## config.mk

```make
export PLATFORM = sky130hd
export DESIGN_NAME = bextdep_client
export DESIGN_NICKNAME = d
export VERILOG_FILES = /design/src/rtl/bextdep_pkg.sv /design/src/rtl/bextdep_tag_fifo.sv /design/src/rtl/bextdep_client.sv
export SDC_FILE = /design/constraint.sdc
export NUM_CORES = 1
export LEC_CHECK = 0
export ABC_AREA = 1
export ABC_CLOCK_PERIOD_IN_PS = 6200
export CORE_MARGIN = 3
export CORE_UTILIZATION = 33
export CTS_BUF_LIST = sky130_fd_sc_hd__clkbuf_2
export DETAILED_ROUTE_END_ITERATION = 12
export GPL_ROUTABILITY_DRIVEN = 0
export GPL_TIMING_DRIVEN = 0
export SLEW_MARGIN = 20
export SYNTH_ARGS = -nofsm -noshare
export SYNTH_HDL_FRONTEND = slang
export SYNTH_SLANG_ARGS = --single-unit
export TNS_END_PERCENT = 10
```

## constraint.sdc

```tcl
create_clock -name clock -period 6.2 [get_ports clock]
set_clock_uncertainty 0.05 [all_clocks]
set_input_delay 1.24 -clock clock [delete_from_list [all_inputs] [get_ports clock]]
set_output_delay 1.24 -clock clock [all_outputs]
set_load 0.1 [all_outputs]
```

## src/rtl/bextdep_pkg.sv

```systemverilog
// Shared types and helpers for the bit-extract/bit-deposit client front end.
package bextdep_pkg;

  localparam int XLEN = 32;

  // Per-operation bookkeeping carried alongside the tag in the in-order FIFO.
  typedef struct packed {
    logic            bypass;
    logic [XLEN-1:0] result;
  } bd_entry_t;

  // All-zero and all-one masks have a trivial answer for both bext and bdep.
  function automatic logic is_bypass(input logic [XLEN-1:0] mask);
    return (mask == '0) || (mask == '1);
  endfunction

  // Empty mask yields zero; full mask passes the operand through unchanged.
  function automatic logic [XLEN-1:0] bypass_result(input logic [XLEN-1:0] value,
                                                    input logic [XLEN-1:0] mask);
    return (mask == '0) ? '0 : value;
  endfunction

endpackage

```

## src/rtl/bextdep_tag_fifo.sv

```systemverilog
// In-order tag FIFO: DEPTH entries of width W, registered storage, head read combinationally.
module bextdep_tag_fifo #(
  parameter int DEPTH = 4,
  parameter int W     = 8,
  localparam int AW   = $clog2(DEPTH)
) (
  input  logic          clock,
  input  logic          resetn,
  input  logic          push,
  input  logic          pop,
  input  logic [W-1:0]  din,
  output logic [W-1:0]  head,
  output logic [AW:0]   count,
  output logic          full,
  output logic          empty
);

  logic [W-1:0]  mem [DEPTH];
  logic [AW-1:0] wr_ptr;
  logic [AW-1:0] rd_ptr;
  logic          do_push;
  logic          do_pop;

  assign full    = (count == (AW+1)'(DEPTH));
  assign empty   = (count == '0);
  assign do_push = push && !full;
  assign do_pop  = pop && !empty;
  assign head    = mem[rd_ptr];

  // Pointer and occupancy tracking; pointers wrap naturally since DEPTH is a power of 2.
  always_ff @(posedge clock or negedge resetn) begin
    if (!resetn) begin
      wr_ptr <= '0;
      rd_ptr <= '0;
      count  <= '0;
    end else begin
      if (do_push) wr_ptr <= wr_ptr + AW'(1);
      if (do_pop)  rd_ptr <= rd_ptr + AW'(1);
      count <= count + (AW+1)'(do_push) - (AW+1)'(do_pop);
    end
  end

  // Entry storage; contents are qualified by count, so no reset is needed.
  always_ff @(posedge clock) begin
    if (do_push) mem[wr_ptr] <= din;
  end

endmodule

```

## src/rtl/bextdep_client.sv

```systemverilog
// Initiator-side front end for the bext/bdep unit: forwards work, short-circuits
// trivial masks, and returns tagged results in request order.
module bextdep_client
  import bextdep_pkg::*;
#(
  parameter int DEPTH = 4,
  parameter int TAG_W = 4
) (
  input  logic                     clock,
  input  logic                     resetn,
  input  logic                     req_valid,
  output logic                     req_ready,
  input  logic                     req_bdep,
  input  logic [XLEN-1:0]          req_value,
  input  logic [XLEN-1:0]          req_mask,
  input  logic [TAG_W-1:0]         req_tag,
  output logic                     unit_din_valid,
  input  logic                     unit_din_ready,
  output logic                     unit_din_bdep,
  output logic [XLEN-1:0]          unit_din_value,
  output logic [XLEN-1:0]          unit_din_mask,
  input  logic                     unit_dout_valid,
  output logic                     unit_dout_ready,
  input  logic [XLEN-1:0]          unit_dout_result,
  output logic                     rsp_valid,
  input  logic                     rsp_ready,
  output logic [XLEN-1:0]          rsp_result,
  output logic [TAG_W-1:0]         rsp_tag,
  output logic                     rsp_bypass,
  output logic [$clog2(DEPTH):0]   count,
  output logic                     err
);

  typedef struct packed {
    logic [TAG_W-1:0] tag;
    bd_entry_t        ent;
  } fifo_word_t;

  fifo_word_t push_word;
  fifo_word_t head_word;
  logic       bypass;
  logic       full;
  logic       empty;
  logic       push;
  logic       head_avail;
  logic       load;

  logic             vld_p1;
  logic [XLEN-1:0]  result_p1;
  logic [TAG_W-1:0] tag_p1;
  logic             bypass_p1;

  // Request side: trivial masks never reach the unit.
  assign bypass         = is_bypass(req_mask);
  assign unit_din_valid = req_valid && !bypass && !full;
  assign unit_din_bdep  = req_bdep;
  assign unit_din_value = req_value;
  assign unit_din_mask  = req_mask;
  assign req_ready      = !full && (bypass || unit_din_ready);
  assign push           = req_valid && req_ready;

  assign push_word.tag        = req_tag;
  assign push_word.ent.bypass = bypass;
  assign push_word.ent.result = bypass_result(req_value, req_mask);

  bextdep_tag_fifo #(
    .DEPTH (DEPTH),
    .W     ($bits(fifo_word_t))
  ) u_fifo (
    .clock  (clock),
    .resetn (resetn),
    .push   (push),
    .pop    (load),
    .din    (push_word),
    .head   (head_word),
    .count  (count),
    .full   (full),
    .empty  (empty)
  );

  // Head side: bypass heads are ready at once, unit heads wait for the unit.
  // With nothing outstanding any unit result is stray and is drained.
  assign head_avail      = !empty && (head_word.ent.bypass || unit_dout_valid);
  assign load            = head_avail && (!vld_p1 || rsp_ready);
  assign unit_dout_ready = empty || (!head_word.ent.bypass && load);

  // ---- stage p1: registered response ----
  // Load from the head when the slot is free or being consumed; otherwise hold.
  always_ff @(posedge clock or negedge resetn) begin
    if (!resetn) begin
      vld_p1    <= 1'b0;
      result_p1 <= '0;
      tag_p1    <= '0;
      bypass_p1 <= 1'b0;
    end else if (load) begin
      vld_p1    <= 1'b1;
      result_p1 <= head_word.ent.bypass ? head_word.ent.result : unit_dout_result;
      tag_p1    <= head_word.tag;
      bypass_p1 <= head_word.ent.bypass;
    end else if (vld_p1 && rsp_ready) begin
      vld_p1    <= 1'b0;
    end
  end

  // Sticky flag for a unit result that no request is waiting for.
  always_ff @(posedge clock or negedge resetn) begin
    if (!resetn)                      err <= 1'b0;
    else if (empty && unit_dout_valid) err <= 1'b1;
  end

  assign rsp_valid  = vld_p1;
  assign rsp_result = result_p1;
  assign rsp_tag    = tag_p1;
  assign rsp_bypass = bypass_p1;

endmodule
```

# Word-level counts from Yosys, hierarchy flattened
# Memory sizes are Yosys's and may differ from the RTL's.
# Index checks and enable logic that the tools add are counted.
# word_totals
ff_bits	46
ram_bits	148
inputBits	107
out_inout_bits	110
elab_cells	45
mem_count	1
# memory_table
memory	words	word_bits	rd	rd_clocked_by_memory_dff	write_ports	line_no	source
u_fifo.mem	4	37	1	0	1	bextdep_tag_fifo.sv:18	logic [W-1:0] mem [DEPTH];
# classes
n_addsub	4
eq_ne	2
n_mux	6
n_reduce_logical	24
# ops
op	count
two-way mux 32 bit	2
equality test 32 bit, second input constant	1
zero test 32 bit	1
logical AND 1 bit	11
zero test 1 bit	5
logical OR 1 bit	5
adder 2 x 1 -> 2 bit, second input constant	2
two-way mux 1 bit	4
adder 3 x 1 -> 3 bit	1
equality test 3 bit, second input constant	1
zero test 3 bit	1
subtractor 3 x 1 -> 3 bit	1
nonzero test 2 bit	1

# Logic depth before layout (Yosys ltp)
# depth
ltp_word	8
depth_mapped	13
mapped_depth_nobuf	12

# By module
# Synthesis repeated with hierarchy kept, for this count alone.
# unflattened
hier_cells	921
area_unflattened_um2	9180.1
# by_module_without_submodules
module	instances	cells_per_inst	area_each_um2	seq_area_each_um2
bextdep_tag_fifo	1	527	6249.7	4619.4
bextdep_client	1	394	2930.3	975.9

# Worst setup path before layout
# No wires, ideal clock.
# synth_timing
path_type	input to output
start	in rsp_ready
end	out unit_dout_ready
arrival_time_ns	3.796
t_required_ns	4.910
path_slack_ns	1.114
stages	5
n_path_buf	1
cell_sequence	inv_1 -> nand2_1 -> nand3_4 -> buf_2 -> o21ai_0
# synth_between
elab_chain_cells	4
# synth_lines
item	line_no	source
from (decl)	bextdep_client.sv:26	input logic rsp_ready,
logical OR 1 bit	bextdep_client.sv:84	assign load = head_avail && (!vld_p1 || rsp_ready);
logical AND 1 bit	bextdep_client.sv:84	
logical AND 1 bit	bextdep_client.sv:85	assign unit_dout_ready = empty || (!head_word.ent.bypass && load);
logical OR 1 bit	bextdep_client.sv:85	
to (decl)	bextdep_client.sv:23	output logic unit_dout_ready,
# Every way passes these cells.

# Worst setup path after layout
# Ends and elaborated chain as after synthesis.

==> metrics.cfg <==
[timing]
period_needed_ns = 4.95
hold_viol = 0
relSlewSlack_pct = 28.2
fmax_mhz = 202
rsz0062_at_grt = false
slew_viol_final = 0
post-route-period-util_pct = 79.9
max_slew.worst_pin.slew_ns = 1.07
setup-violations-final = 0
hold_slack_ns = 0.404
tns_ns = 0

[grt]
use_met2_pct = 27.9
grt_overflow = 0
gr-usage-met1_pct = 20.9
grt_pass1_vias = 6504
grt-busiest-layer = met2
grt_max_degree = 47
antenna_found_initial = 1
grt_pass1_wl_mm = 36.0
grtUsageTotal_pct = 16.2
met3_usage_pct = 3.18

[hold_path]
worst_hold_path_type = input pin to async pin

[critical_path]
crit_buf_inv = 4
crit_chain = clkdlybuf4s50_1, inv_1, nand2_1, nand3_4, buf_2, o21ai_0, clkdlybuf4s50_1
crit_required_ns = 4.91
path_delay_family = buffers and inverters
startpoint_type = input pin
crit_path_frequent_cell = clkdlybuf4s50_1
cp-end-kind = primary output
cp.arrival_ns = 3.66
slowest_stage = clkdlybuf4s50_1
worst-setup-path-type = input pin to primary output
crit_path_max_fanout = 10
cp_slowest_stage_delay_ns = 1.17

[finish]
layout.nets = 1186
fillers = 2473
area_delta_synth_final_pct = 34.5
fin_util_pct = 45.2
stdcell_area_um2 = 11800
final_layout_size_suffix_gt1_share_pct = 12.5

[logic_synthesis]
synth_common_cells = edfxtp_1, nor2_1, nand2_1, nand3_1, o21ai_0
yosysMostFrequentCell = edfxtp_1
synth_seq_cells = 194
synth_edf_count = 148
synth_ff_type = edfxtp_1
ys_seq_area_share_pct = 63.9
syn-cell-area_um2 = 8760
synth.distinct_cells = 26
avgSynthCellArea_um2 = 10.5
syn_nets = 946
ys_async_sr_fraction_pct = 23.7
postSynthCellCount = 832
yosysTopAreaCell = edfxtp_1
synth.yosys.warnings = 0
synth_top_area_share_pct = 50.7
yosys-top-cells-area = edfxtp_1, dfrtp_1, nor2_1, buf_4, nand3_1

[floorplan]
die_h_um = 169
core-area_um2 = 26100
fp-row-count = 59
die_area_um2 = 28500
start_util_pct = 33.6
io-pin-count = 217
fp.dieW_um = 169

[clock_tree]
cts-buffers-inserted = 17
root_buffer = clkbuf_2
clock-sinks = 194
cts_buffer_depth = 2
htree_levels = 4
post-cts-setup-buffers = 0
postCtsHoldBufs = 0
clock_latency_ns = 0.74
cts_resized = 0
tritoncts = done
clk_pin_slew_worst_paths_ns = 0.31

[placed_design]
placed_cell_area_um2 = 11500
io_buffers = 215
hpwlAfterDp_mm = 16.6

[drt]
dr_total_vias = 6539
vias_per_cell = 4.60
drt_pass1_iterations = 5
drt-total-wl_mm = 23.2
avgRoutedWirePerCell_um = 16.3
ant_nets = 0
drc = 0
drt_iter0_markers = 508

[power]
power_density_nw_per_um2 = 486
leakage_nw = 4.61
power_mw = 5.72
ir_worst_vdd_mv = 0.346

[run_status]
status = completed

[job]
maxCapViolations = 0

[cell type report]
class / count / area, um2 / share of cell area (%)
flip-flops and latches: 194 / 5600 / 47.5
well taps: 335 / 419 / 3.56
diodes: 1 / 2.50 / 0.0212
repair buffers: 221 / 2310 / 19.6
clock buffers: 18 / 90.1 / 0.765
plain buffers: 108 / 684 / 5.81
multi-input cells: 459 / 2240 / 19.0
inverters: 71 / 269 / 2.28
clock inverters: 14 / 173 / 1.47
[per-layer routing]
| layer | share of wire (%) | up-vias |
|---|---|---|
| li1 | - | 3241 |
| met1 | 44 | 3072 |
| met2 | 49 | 208 |
| met3 | 5.5 | 18 |
| met4 | 1.6 | 0 |
| met5 | 0 | - |
[final timing paths]
check,slack (ns),from,endpoint,cells after the start
worst min-delay path,0.40,resetn,rsp_result[10],1
worst min register to register,0.47,rsp_tag[2],rsp_tag[2],2
min in group clock,0.47,rsp_tag[2],rsp_tag[2],2
max in group asynchronous,5.20,resetn,rsp_result[21],1
worst max register to register,3.35,u_fifo.rd_ptr[1],u_fifo.count[2],12
worst max-delay path,1.25,rsp_ready,unit_dout_ready,7
[report_power, final]
| part | leakage [nW] | total, mW | internal, mW | switching, mW |
|---|---|---|---|---|
| Combinational | 2.57 | 3.30 | 0.851 | 2.45 |
| Clock | 0.150 | 0.655 | 0.202 | 0.453 |
| Sequential | 1.90 | 1.77 | 1.67 | 0.104 |
| Total | 4.61 | 5.72 | 2.72 | 3.01 |
[state kept, by name, summed over array words and instances (netlist names)]
name	flops
err	1
rsp_bypass	1
rsp_result	32
rsp_tag	4
rsp_valid	1
u_fifo.count	3
u_fifo.mem	148
u_fifo.rd_ptr	2
u_fifo.wr_ptr	2
[placed cells by master (no fill, tap or decap), types with 2 or more instances in the layout]
cell type | Yosys | routed
bufinv_16 | 0 | 2
nand3_1 | 90 | 90
o22ai_1 | 36 | 36
clkbuf_1 | 29 | 29
edfxtp_1 | 148 | 148
clkinvlp_4 | 0 | 3
dfrtp_1 | 46 | 46
nand2_1 | 95 | 95
o21ai_0 | 74 | 74
clkdlybuf4s50_1 | 0 | 214
ha_1 | 6 | 6
buf_4 | 66 | 67
nor2_1 | 135 | 131
xor2_1 | 2 | 2
buf_16 | 0 | 5
clkbuf_2 | 0 | 18
nor2_4 | 0 | 4
and2_1 | 2 | 2
inv_8 | 0 | 5
buf_2 | 10 | 10
nand3_2 | 12 | 12
inv_1 | 70 | 70
[metrics by stage]
stage | instances | worst slack [ns]
finish | 1421 | 1.25
global route | 1421 | 1.06
CTS | 1420 | 1.19
detailed placement | 1388 | 1.21
global placement | 1382 | 0.220
floorplan | 832 | 1.11
[logic make-up (layout without fill, tap and decap cells)]
| kind of cell | count (synthesis) | count (layout) | synth area share, % |
|---|---|---|---|
| other | 0 | 1 | 0 |
| AO/OA/AOI/OAI | 111 | 111 | 6.88 |
| adder cells (fa/ha/maj) | 7 | 7 | 1.09 |
| XOR/XNOR | 3 | 3 | 0.300 |
| buffers and inverters | 179 | 432 | 10.9 |
| AND/OR/NAND/NOR | 338 | 338 | 17.0 |
| flip-flops | 194 | 194 | 63.9 |
Note: power is estimated with default switching activity, not from simulation.
